**config.mk**
```make
export PLATFORM = sky130hd
export DESIGN_NAME = migu_fetch
export DESIGN_NICKNAME = d
export VERILOG_FILES = /design/src/rtl/migu_fetch.sv
export SDC_FILE = /design/constraint.sdc
export NUM_CORES = 1
export LEC_CHECK = 0
export ABC_AREA = 1
export CORE_MARGIN = 5
export CORE_UTILIZATION = 30
export DETAILED_ROUTE_END_ITERATION = 7
export GPL_ROUTABILITY_DRIVEN = 0
export GPL_TIMING_DRIVEN = 0
export HOLD_SLACK_MARGIN = 0.02
export PLACE_DENSITY = 0.57
export RECOVER_POWER = 25
export SYNTH_ARGS = -nofsm -noshare
export SYNTH_HDL_FRONTEND = slang
export SYNTH_SLANG_ARGS = --single-unit
```
**constraint.sdc**
```tcl
create_clock -name clk -period 7.8 [get_ports clk]
set_input_delay 2.34 -clock clk [delete_from_list [all_inputs] [get_ports clk]]
set_output_delay 2.34 -clock clk [all_outputs]
set_load 0.02 [all_outputs]
```
**src/rtl/migu_fetch.sv**
```systemverilog
// migu_fetch: Mig-U fetch front end (credit-limited requests, in-order response FIFO, redirect flush).
// Define MIGU_FETCH_PERF_EN to add the perf_stall_cnt output.
module migu_fetch #(
  parameter int ADDR_WIDTH = 32,
  parameter int INSN_SIZE = 4,
  parameter int DEPTH = 4
) (
  input  logic clk,
  input  logic rst,
  input  logic [ADDR_WIDTH-3:0] rst_addr,
  output logic req_valid,
  input  logic req_ready,
  output logic [ADDR_WIDTH-3:0] req_addr,
  input  logic rsp_valid,
  input  logic [31:0] rsp_data,
  input  logic redirect_valid,
  input  logic [ADDR_WIDTH-3:0] redirect_addr,
  output logic insn_valid,
  input  logic insn_ready,
  output logic [31:0] insn_data,
  output logic [ADDR_WIDTH-3:0] insn_pc
`ifdef MIGU_FETCH_PERF_EN
  ,
  output logic [31:0] perf_stall_cnt
`endif
);
  localparam int W = ADDR_WIDTH - 2;
  localparam int PW = $clog2(DEPTH);
  localparam int CW = PW + 1;
  localparam logic [CW:0] DEP = (CW + 1)'(DEPTH);

  if (INSN_SIZE != 4) begin : g_insn_size_check
    $error("migu_fetch: INSN_SIZE must be 4");
  end
  if (DEPTH < 2 || DEPTH > 16 || (DEPTH & (DEPTH - 1)) != 0) begin : g_depth_check
    $error("migu_fetch: DEPTH must be a power of 2 in 2..16");
  end

  logic [W-1:0] pc;
  logic [CW-1:0] outstanding, drop, count, redir_cnt;
  logic [PW-1:0] rd_ptr, wr_ptr, q_head, q_tail;
  logic [31:0] fifo_data [DEPTH];
  logic [W-1:0] fifo_pc [DEPTH];
  logic [W-1:0] flight_pc [DEPTH];
  logic accept, keep, pop;

  // outstanding counts dropped requests too, so a FIFO slot always waits for every response
  assign req_valid = !rst && ({1'b0, outstanding} + {1'b0, count} < DEP);
  assign req_addr = pc;
  assign insn_valid = !rst && count != '0;
  assign insn_data = fifo_data[rd_ptr];
  assign insn_pc = fifo_pc[rd_ptr];
  assign accept = req_valid && req_ready;
  assign keep = rsp_valid && drop == '0;
  assign pop = insn_valid && insn_ready;
  assign redir_cnt = outstanding - CW'(rsp_valid) + CW'(accept);

  always_ff @(posedge clk) begin
    if (rst) begin
      pc <= rst_addr;
      outstanding <= '0;
      drop <= '0;
      count <= '0;
      rd_ptr <= '0;
      wr_ptr <= '0;
      q_head <= '0;
      q_tail <= '0;
    end else if (redirect_valid) begin
      pc <= redirect_addr;
      outstanding <= redir_cnt;
      drop <= redir_cnt;
      count <= '0;
      rd_ptr <= '0;
      wr_ptr <= '0;
      q_head <= '0;
      q_tail <= '0;
    end else begin
      pc <= accept ? pc + W'(1) : pc;
      outstanding <= outstanding + CW'(accept) - CW'(rsp_valid);
      drop <= drop - CW'(rsp_valid && drop != '0);
      count <= count + CW'(keep) - CW'(pop);
      rd_ptr <= rd_ptr + PW'(pop);
      wr_ptr <= wr_ptr + PW'(keep);
      q_head <= q_head + PW'(keep);
      q_tail <= q_tail + PW'(accept);
    end
  end

  // storage needs no reset: pointers and counts define which entries are live
  always_ff @(posedge clk) begin
    if (accept) flight_pc[q_tail] <= pc;
    if (keep) begin
      fifo_data[wr_ptr] <= rsp_data;
      fifo_pc[wr_ptr] <= flight_pc[q_head];
    end
  end

`ifdef MIGU_FETCH_PERF_EN
  logic redir_q;
  always_ff @(posedge clk) begin
    if (rst) begin
      redir_q <= 1'b0;
      perf_stall_cnt <= '0;
    end else begin
      redir_q <= redirect_valid;
      if (!insn_valid && !redir_q && perf_stall_cnt != '1) perf_stall_cnt <= perf_stall_cnt + 32'd1;
    end
  end
`endif

  always_ff @(posedge clk) begin
    if (!rst) begin
      assert (!(rsp_valid && outstanding == '0))
        else $error("migu_fetch: response with no request outstanding");
      assert ({1'b0, outstanding} + {1'b0, count} <= DEP)
        else $error("migu_fetch: credit overflow");
      assert (drop <= outstanding)
        else $error("migu_fetch: drop exceeds outstanding");
    end
  end
endmodule

```
==> impl_metrics.py, run 1 <==
metrics = {
    "status": {
        "status": "finished clean",
    },
    "logic_synthesis": {
        "synthFlopType": "edfxtp_1",
        "avgSynthCellArea_um2": 12.3,
        "synth_mux_area_share_pct": 0,
        "yosysWarnings": 0,
        "async_flop_share_pct": 0,
        "synth_top_family_by_area": "simple AND/OR/NAND/NOR gates",
        "synth_fa_ha_area_share_pct": 1.20,
        "synth-simple-area-share_pct": 11.9,
        "synth_compound_area_share_pct": 10.5,
        "syn_inst": 1376,
        "syn-cell-area_um2": 16900,
        "seq_area_frac_synth_pct": 72.9,
        "syn-num-nets": 1489,
        "post_synth_num_cell_types": 34,
        "synth-seq-cells": 415,
        "synth-edff-count": 398,
        "synthXorXnorAreaFrac_pct": 0.416,
    },
    "pwr": {
        "p_clk_share_pct": 36.2,
        "p_int_w": 0.00409,
        "p_comb_share_pct": 14.2,
        "p_sw_share_pct": 25.3,
        "p_sw_w": 0.00139,
        "seq_power_share_pct": 49.6,
        "ir_drop_uv": 141,
        "powerDensity_nw_per_um2": 254,
        "leakagePower_nw": 7.57,
    },
    "floorplan": {
        "die_width_um": 247,
        "dieArea_um2": 61000,
        "core_area_um2": 55400,
        "pin_count": 192,
        "fp-row-count": 86,
        "die_h_um": 247,
        "initial_core_util_pct": 30.4,
    },
    "flow_run": {
        "cap_violations": 0,
    },
    "global_route": {
        "grt_max_degree": 31,
        "grt_use_total_pct": 14.3,
        "grt_overflow": 0,
        "grt_pass1_vias": 11300,
        "grt_pass1_wl_um": 66900,
        "antenna_found_initial": 0,
    },
    "finish": {
        "nets": 1765,
        "fillers": 5242,
        "layout-drive-gt1-share_pct": 9.47,
        "area_growth_pct": 28.0,
        "final_cell_area_um2": 21600,
        "insertedDiodeCount": 0,
    },
    "worst_setup_path": {
        "cp_data_arrival_time_ns": 3.53,
        "start_kind": "input pin",
        "path_delay_family": "buffers and inverters",
        "critPathSlowestCell": "clkdlybuf4s50_1",
        "path_buf_inv": 2,
        "worst-path-max-fanout": 10,
        "crit_type": "in -> out",
        "critPathRequiredTime_ns": 5.46,
        "cp-end-kind": "output port",
        "critPathMaxStageDelay_ns": 0.65,
        "path_cells": "buf_2 > nor2_1 > nand2_1 > a31oi_2 > clkdlybuf4s50_1",
    },
    "cts": {
        "clk_latency_ns": 0.56,
        "hold_buffers": 0,
        "cts_root_buf": "clkbuf_16",
        "clkSlewWorstSetupHoldPaths_ns": 0.06,
        "numCtsBuffers": 45,
        "htreeDepth": 2,
        "cts_buffer_depth": 3,
        "cts_resized": 0,
        "cts_setup_buffers": 0,
        "cts.sinks": 415,
        "cts_tree": "done",
    },
    "timing": {
        "finalMaxSlewViolations": 0,
        "finalSetupViolations": 0,
        "final.min_clock_period_ns": 5.87,
        "slew_headroom_pct": 15.4,
        "tightestPinTransition_ns": 1.27,
        "fin_ws_ns": 1.93,
        "fin_crit_sh_pct": 75.2,
        "hold-worst-slack_ns": 0.576,
        "rsz0062_at_grt": "no",
        "fmax_mhz": 171,
        "hold_viol": 0,
        "fin_skew_ns": 0.00981,
    },
    "placed_design": {
        "pre_cts_ws_ns": 1.70,
        "place.detailed.hpwl_um": 31500,
        "port_buffers": 189,
        "place_area_um2": 20200,
    },
    "detailed_routing": {
        "routed_wl_um": 44600,
        "ant_nets": 0,
        "drtIter0Drc": 849,
        "post-route-drc-count": 0,
        "first_pass_iters": 5,
        "vias": 11300,
        "wl_per_cell_um": 18.3,
        "drt-vias-per-instance": 4.64,
    },
    "min_path": {
        "worst_hold_path_type": "reg -> reg",
    },
}
[logic make-up (layout without fill, tap and decap cells)]
| group | Yosys count | after routing |
|---|---|---|
| adder cells (fa/ha/maj) | 15 | 15 |
| buffers and inverters | 131 | 444 |
| AO/OA/AOI/OAI | 325 | 325 |
| XOR/XNOR | 8 | 8 |
| AND/OR/NAND/NOR | 482 | 482 |
| flip-flops | 415 | 415 |
[registers in the layout, summed over array words and instances, names as in the netlist]
name and cells:
fifo_data 128, fifo_pc 120, flight_pc 120, req_addr 30, count 3, drop 3, outstanding 3, q_head 2
q_tail 2, rd_ptr 2, wr_ptr 2
[per-layer routing]
metal / track usage [%] / wire, µm / vias up
met5: 0 / 0 / -
li1: - / - / 5495
met4: 3.30 / 874 / 0
met3: 3.48 / 3050 / 59
met2: 24.2 / 21600 / 325
met1: 18.7 / 19100 / 5436
[through the flow]
step	utilization [%]	TNS [ns]	power [W]	std cells
after global placement	35.5	-1247.67	0.00353	2313
after floorplan	-	0	0.00314	1376
after CTS	38.9	0	0.00555	2437
final	38.9	0	0.00548	2437
after detailed placement	36.4	0	0.00355	2353
after global routing	38.9	0	0.00572	2437
[worst register-to-register path: cells and delay by family (launching register included)]
family / cells / cell delay, ns
simple gates: 2 / 1.51
buf+inv: 5 / 1.16
flops: 1 / 0.31
[area by class of cell]
type                       count  area (µm²)  share of cell area [%]
sequential                   415       12300                    57.0
multi-input combinational    830        4090                    18.9
timing repair buffer         229        2350                    10.9
clock buffer                  59        1270                    5.89
tap                          748         936                    4.34
buffer                        73         302                    1.40
inverter                      58         218                    1.01
clock inverter                25         123                   0.568
[cell usage in the layout (no fill, tap or decap), types with 32 or more instances in the layout]
cell / n
edfxtp_1: 398
inv_1: 54
o22ai_1: 92
nand3_1: 32
clkbuf_1: 61
clkdlybuf4s50_1: 189
nor2_1: 249
clkbuf_16: 47
nand2_1: 166
o21ai_0: 194
[worst paths after layout]
kind                         from  cells past startpoint  slack, ns                         end
min reg2reg  wr_ptr[1]$_SDFF_PP0_                      2       0.58        wr_ptr[1]$_SDFF_PP0_
max                           rst                      5       1.93                   req_valid
max reg2reg    drop[1]$_SDFF_PP0_                      7       4.51  fifo_data[2][10]$_DFFE_PP_
min          wr_ptr[1]$_SDFF_PP0_                      2       0.58        wr_ptr[1]$_SDFF_PP0_
[synth_stat cells (all sizes together) (7+ instances only)]
cell	count	area (µm²)
nor3	9	45.0
buf	21	105
inv	58	218
ha	13	163
o22ai	92	576
o21ai	201	1010
clkbuf	52	196
dfxtp	17	340
xnor2	7	61.3
nand2	175	699
nand3	32	160
edfxtp	398	12000
nor2	262	1080
a21oi	25	125
[power by group through the flow]
stage	sequential (W)	combinational, W	clock [W]
CTS	0.00272	0.000794	0.00204
global route	0.00273	0.000854	0.00213
detailed placement	0.00276	0.000792	0
finish	0.00271	0.000779	0.00198
global placement	0.00278	0.000741	0
floorplan	0.00277	0.000369	0
Note: power is estimated with default switching activity, not from simulation.
==> run 2: changes to the inputs <==
==> constraint.sdc (replaced) <==
create_clock -name clk -period 5 [get_ports clk]
set_input_delay 1.5 -clock clk [delete_from_list [all_inputs] [get_ports clk]]
set_output_delay 1.5 -clock clk [all_outputs]
set_load 0.02 [all_outputs]
==> run 2 against run 1 <==
- first-iteration DRC count grew 18%
- sequential cell count is the same
- combinational power grew 58%
- total power grew 57%
- clock power grew 59%
- final cell count shrank 0.78%
- core utilization grew 0.18 points
- critical path type is now in -> reg
- critical endpoint is now fifo_data[1][8]$_DFFE_PP_
- largest power group unchanged
==> impl_metrics.py, run 2 (synthesis gave the netlist of run 1 again) <==
metrics = {
    "timing": {
        "hold-worst-slack_ns": 0.589,
        "finalMaxSlewViolations": 0,
        "slew_headroom_pct": 8.44,
        "final.min_clock_period_ns": 4.69,
        "fin_skew_ns": 0.0129,
        "rsz0062_at_grt": "no",
        "finalSetupViolations": 0,
        "tightestPinTransition_ns": 1.36,
        "fin_crit_sh_pct": 93.7,
        "fin_tns_setup_ns": 0,
        "hold_viol": 0,
        "fmax_mhz": 213,
    },
    "placed_design": {
        "place.detailed.hpwl_um": 31000,
        "place_area_um2": 20300,
        "port_buffers": 189,
    },
    "worst_setup_path": {
        "regToRegSetupSlack_ns": 1.45,
        "cp-startpoint": "rsp_valid",
        "endpoint": "fifo_data[1][8]$_DFFE_PP_",
        "reg2reg_depth": 6,
        "worst-path-max-fanout": 14,
        "rr_startpoint": "drop[1]$_SDFF_PP0_",
        "cp-end-kind": "register",
        "crit_type": "in -> reg",
        "cp_data_arrival_time_ns": 4.94,
        "critPathRequiredTime_ns": 5.26,
        "start_kind": "input pin",
        "regToRegEndpoint": "fifo_data[1][8]$_DFFE_PP_",
    },
    "flow_run": {
        "cap_violations": 0,
    },
    "cts": {
        "cts_resized": 0,
        "cts_buffer_depth": 3,
        "clk_latency_ns": 0.56,
        "htreeDepth": 2,
        "cts.sinks": 415,
        "cts_root_buf": "clkbuf_16",
        "clkSlewWorstSetupHoldPaths_ns": 0.06,
        "numCtsBuffers": 45,
        "cts_setup_buffers": 0,
        "hold_buffers": 0,
        "cts_tree": "done",
    },
    "detailed_routing": {
        "first_pass_iters": 5,
        "routed_wl_um": 44800,
        "wl_per_cell_um": 18.5,
        "ant_nets": 0,
        "vias": 11300,
        "drt-vias-per-instance": 4.68,
        "drtIter0Drc": 998,
        "post-route-drc-count": 0,
    },
    "status": {
        "status": "finished clean",
    },
    "floorplan": {
        "die_h_um": 247,
        "die_width_um": 247,
        "core_area_um2": 55400,
        "pin_count": 192,
        "fp-row-count": 86,
        "dieArea_um2": 61000,
        "initial_core_util_pct": 30.4,
    },
    "finish": {
        "largest_reg_flops": 128,
        "area_growth_pct": 28.6,
        "layout-drive-gt1-share_pct": 8.56,
        "final_cell_area_um2": 21700,
        "max_flop_register": "fifo_data",
        "layout_commonest_cell": "edfxtp_1",
        "insertedDiodeCount": 0,
        "largestRegisters": "fifo_data: 128 flops, fifo_pc: 120 flops, flight_pc: 120 flops",
        "fin_util_pct": 39.1,
        "nets": 1753,
        "final_cell_mix": "398 x edfxtp_1, 249 x nor2_1, 194 x o21ai_0",
    },
    "min_path": {
        "worst_hold_path_type": "reg -> reg",
    },
    "global_route": {
        "grt_use_total_pct": 14.3,
        "grt_max_degree": 31,
        "antenna_found_initial": 0,
        "grt_overflow": 0,
        "grt_pass1_vias": 11400,
        "grt_pass1_wl_um": 67100,
    },
    "pwr": {
        "ir_drop_uv": 196,
        "leakagePower_nw": 7.56,
        "powerDensity_nw_per_um2": 398,
    },
}
-- run 2: cell count changes in the layout (fill, tap and decap cells not counted), moves of 5 or more --
cell	change
dlygate4sd3_1	+27
buf_6	-21
clkdlybuf4s50_1	-27
clkbuf_8	-5
buf_16	+14
-- run 2: worst min-delay path by stage --
stage / from / to / slack, ns / cells past startpoint
floorplan: q_tail[1]$_SDFF_PP0_ / q_tail[1]$_SDFF_PP0_ / 0.52 / 2
global placement: q_tail[1]$_SDFF_PP0_ / q_tail[1]$_SDFF_PP0_ / 0.53 / 2
detailed placement: q_tail[1]$_SDFF_PP0_ / q_tail[1]$_SDFF_PP0_ / 0.57 / 2
CTS: q_tail[1]$_SDFF_PP0_ / q_tail[1]$_SDFF_PP0_ / 0.58 / 2
global route: drop[0]$_SDFF_PP0_ / drop[0]$_SDFF_PP0_ / 0.64 / 3
finish: q_tail[1]$_SDFF_PP0_ / q_tail[1]$_SDFF_PP0_ / 0.59 / 2
-- run 2: power by group --
| part | total (W) | internal (W) | switching, W |
|---|---|---|---|
| registers | 0.00424 | 0.00411 | 0.000127 |
| logic | 0.00123 | 0.000495 | 0.000738 |
| clock network | 0.00315 | 0.00185 | 0.00130 |
| total | 0.00862 | 0.00646 | 0.00217 |
-- run 2: routing by layer --
layer,part of all wire (%),global-route usage (%)
met3,6.3,3.21
met2,49,24.3
met4,1.9,3.33
met5,0,0
met1,43,18.8
-- run 2: final cells by class --
type | instances | area (µm²)
fill | 5238 | 33700
sequential | 415 | 12300
multi-input combinational | 830 | 4110
timing repair buffer | 217 | 2440
clock buffer | 54 | 1160
tap | 748 | 936
buffer | 73 | 302
clock inverter | 23 | 219
inverter | 58 | 218
-- run 2: metrics by stage --
step / instances / setup WS [ns] / total power, W
floorplan: 1376 / -0.0852 / 0.00489
detailed placement: 2341 / -0.354 / 0.00556
CTS: 2418 / 0.244 / 0.00872
global placement: 2313 / -3.62 / 0.00549
global route: 2418 / 0.103 / 0.00898
finish: 2418 / 0.315 / 0.00862
-- run 2: critical path, cell delays in order --
cell and delay (ns):
clkdlybuf4s50_1 0.48, inv_1 0.06, nor4_1 1.08, inv_1 0.46
nor3_4 0.77, buf_16 0.24, buf_16 0.16, buf_8 0.16
==> run 3: changes to the inputs <==
--- a/config.mk
+++ b/config.mk
@@ -14,6 +14,7 @@
 export HOLD_SLACK_MARGIN = 0.02
 export PLACE_DENSITY = 0.57
 export RECOVER_POWER = 25
+export SETUP_SLACK_MARGIN = 0.4
 export SYNTH_ARGS = -nofsm -noshare
 export SYNTH_HDL_FRONTEND = slang
 export SYNTH_SLANG_ARGS = --single-unit
==> run 3 against run 2 <==
- worst setup slack improved by 0.19 ns
- highest routed layer unchanged
- clock power rose by 6%
- maximum frequency rose by 4.2%
- clock skew up 0.0025 ns
- cell area up 0.50%
- total power is 2.1% higher
- sequential share of layout area shrank 0.28 points
- sequential cell count unchanged
- first-iteration DRC count decreased by 13%
- routed wire length down 0.41%
- global-route usage is essentially flat
==> impl_metrics.py, run 3 (synthesis gave the netlist of run 1 again) <==
metrics = {
    "cts": {
        "htreeDepth": 2,
        "clk_latency_ns": 0.57,
        "cts_tree": "done",
        "cts_root_buf": "clkbuf_16",
        "cts.sinks": 415,
        "clkSlewWorstSetupHoldPaths_ns": 0.05,
        "hold_buffers": 0,
        "numCtsBuffers": 45,
        "cts_buffer_depth": 3,
    },
    "worst_setup_path": {
        "crit_type": "reg -> out",
        "start_kind": "register",
        "critPathSlowestCell": "clkdlybuf4s50_1",
        "path_buf_inv": 5,
        "worst-path-max-fanout": 10,
        "cp_common_cell": "buf_2",
        "path_cells": "buf_2 > inv_2 > buf_2 > buf_2 > nor2_1 > o22ai_1 > clkdlybuf4s50_1",
        "cp_data_arrival_time_ns": 2.99,
        "path_delay_family": "buffers and inverters",
        "critPathRequiredTime_ns": 3.50,
        "critPathMaxStageDelay_ns": 0.69,
        "cp-end-kind": "output port",
    },
    "global_route": {
        "grtUsageMet1_pct": 19.1,
        "grt_pass1_vias": 11400,
        "antenna_found_initial": 0,
        "grt_use_total_pct": 14.3,
        "grt_use_met3_pct": 2.62,
        "busiest_layer": "met2",
        "grt_max_degree": 31,
        "grt_overflow": 0,
        "grt.met2_usage_pct": 24.0,
        "grt_pass1_wl_um": 66700,
    },
    "timing": {
        "fin_ws_ns": 0.505,
        "fin_tns_setup_ns": 0,
        "rsz0062_at_grt": "yes",
        "slew_headroom_pct": 12.4,
        "fin_skew_ns": 0.0153,
        "final.min_clock_period_ns": 4.49,
        "hold_viol": 0,
        "finalSetupViolations": 0,
        "tightestPinTransition_ns": 1.31,
        "finalMaxSlewViolations": 0,
        "fmax_mhz": 222,
        "fin_crit_sh_pct": 89.9,
    },
    "pwr": {
        "p_int_w": 0.00663,
        "p_sw_share_pct": 24.7,
        "p_clk_share_pct": 37.9,
        "seq_power_share_pct": 48.1,
        "p_comb_share_pct": 14.0,
        "leakagePower_nw": 7.62,
        "powerDensity_nw_per_um2": 404,
        "finalPower_w": 0.00881,
        "ir_drop_uv": 206,
        "p_sw_w": 0.00217,
    },
    "detailed_routing": {
        "first_pass_iters": 5,
        "ant_nets": 0,
        "drt-vias-per-instance": 4.67,
        "vias": 11300,
        "post-route-drc-count": 0,
        "wl_per_cell_um": 18.5,
        "drtIter0Drc": 867,
        "routed_wl_um": 44600,
    },
    "placed_design": {
        "place.detailed.hpwl_um": 30800,
        "port_buffers": 189,
        "pre_cts_ws_ns": -0.342,
    },
    "finish": {
        "area_growth_pct": 29.2,
        "final_cell_mix": "398 x edfxtp_1, 249 x nor2_1, 194 x o21ai_0",
        "layout_commonest_cell": "edfxtp_1",
        "fin_util_pct": 39.3,
        "max_flop_register": "fifo_data",
        "insertedDiodeCount": 0,
        "largest_reg_flops": 128,
        "layout-drive-gt1-share_pct": 8.75,
        "nets": 1747,
        "largestRegisters": "fifo_data: 128 flops, fifo_pc: 120 flops, flight_pc: 120 flops",
        "fillers": 5228,
    },
    "floorplan": {
        "initial_core_util_pct": 30.4,
        "core_area_um2": 55400,
        "fp-row-count": 86,
        "die_h_um": 247,
        "die_width_um": 247,
        "dieArea_um2": 61000,
        "pin_count": 192,
    },
    "status": {
        "status": "finished clean",
    },
    "flow_run": {
        "cap_violations": 0,
    },
    "min_path": {
        "worst_hold_path_type": "reg -> reg",
    },
}
## run 3: per-layer routing
| layer | routed length [µm] | vias to the layer above | part of all wire, % |
|---|---|---|---|
| met5 | 0 | - | 0 |
| met4 | 937 | 0 | 2.1 |
| met3 | 2690 | 58 | 6.0 |
| met2 | 21600 | 329 | 48 |
| met1 | 19400 | 5426 | 44 |
| li1 | - | 5463 | - |
## run 3: worst paths after layout
kind	startpoint	endpoint	depth (start not counted)	slack, ns
worst max-delay path	rd_ptr[0]$_SDFF_PP0_	insn_pc[18]	7	0.51
worst min-delay path	rd_ptr[0]$_SDFF_PP0_	rd_ptr[0]$_SDFF_PP0_	3	0.59
worst max register to register	drop[1]$_SDFF_PP0_	fifo_pc[0][24]$_DFFE_PP_	6	2.09
worst min register to register	rd_ptr[0]$_SDFF_PP0_	rd_ptr[0]$_SDFF_PP0_	3	0.59
## run 3: power groups by stage
stage | logic [W] | clock network [W] | registers, W
2_1_floorplan | 0.000579 | 0 | 0.00431
3_3_place_gp | 0.00116 | 0 | 0.00433
3_5_place_dp | 0.00126 | 0 | 0.00431
4_1_cts | 0.00126 | 0.00342 | 0.00424
5_1_grt | 0.00135 | 0.00355 | 0.00426
6_report | 0.00123 | 0.00334 | 0.00424
## run 3: area by class of cell
type | count | area [µm²] | area share (%)
plain buffers | 73 | 309 | 1.42
clock buffers | 54 | 1210 | 5.56
clock inverters | 27 | 280 | 1.29
inverters | 58 | 218 | 0.999
multi-input cells | 830 | 4140 | 19.0
flip-flops and latches | 415 | 12300 | 56.4
well taps | 748 | 936 | 4.30
repair buffers | 211 | 2400 | 11.0
## run 3: tightest hold or removal path: cells and delay by family, from the launching register on
kind	cells	cell delay [ns]
DFF	1	0.32
adders and majority gates	1	0.13
and+or+nand+nor	1	0.08
buffers and inverters	1	0.04
## run 3: per-stage QoR
stage | hold WS [ns] | instances | cell area, µm²
detailed placement | 0.583 | 2335 | 20300
finish | 0.593 | 2416 | 21800
CTS | 0.598 | 2416 | 21800
global route | 0.640 | 2416 | 21800
global placement | 0.553 | 2313 | 19700
floorplan | 0.540 | 1376 | 16900
## run 3: timing repair
| action | in CTS | in global routing |
|---|---|---|
| buffers inserted | 0 | 0 |
| gates resized for setup | 2 | 12 |
| endpoints found under the setup margin | 64 | 12 |
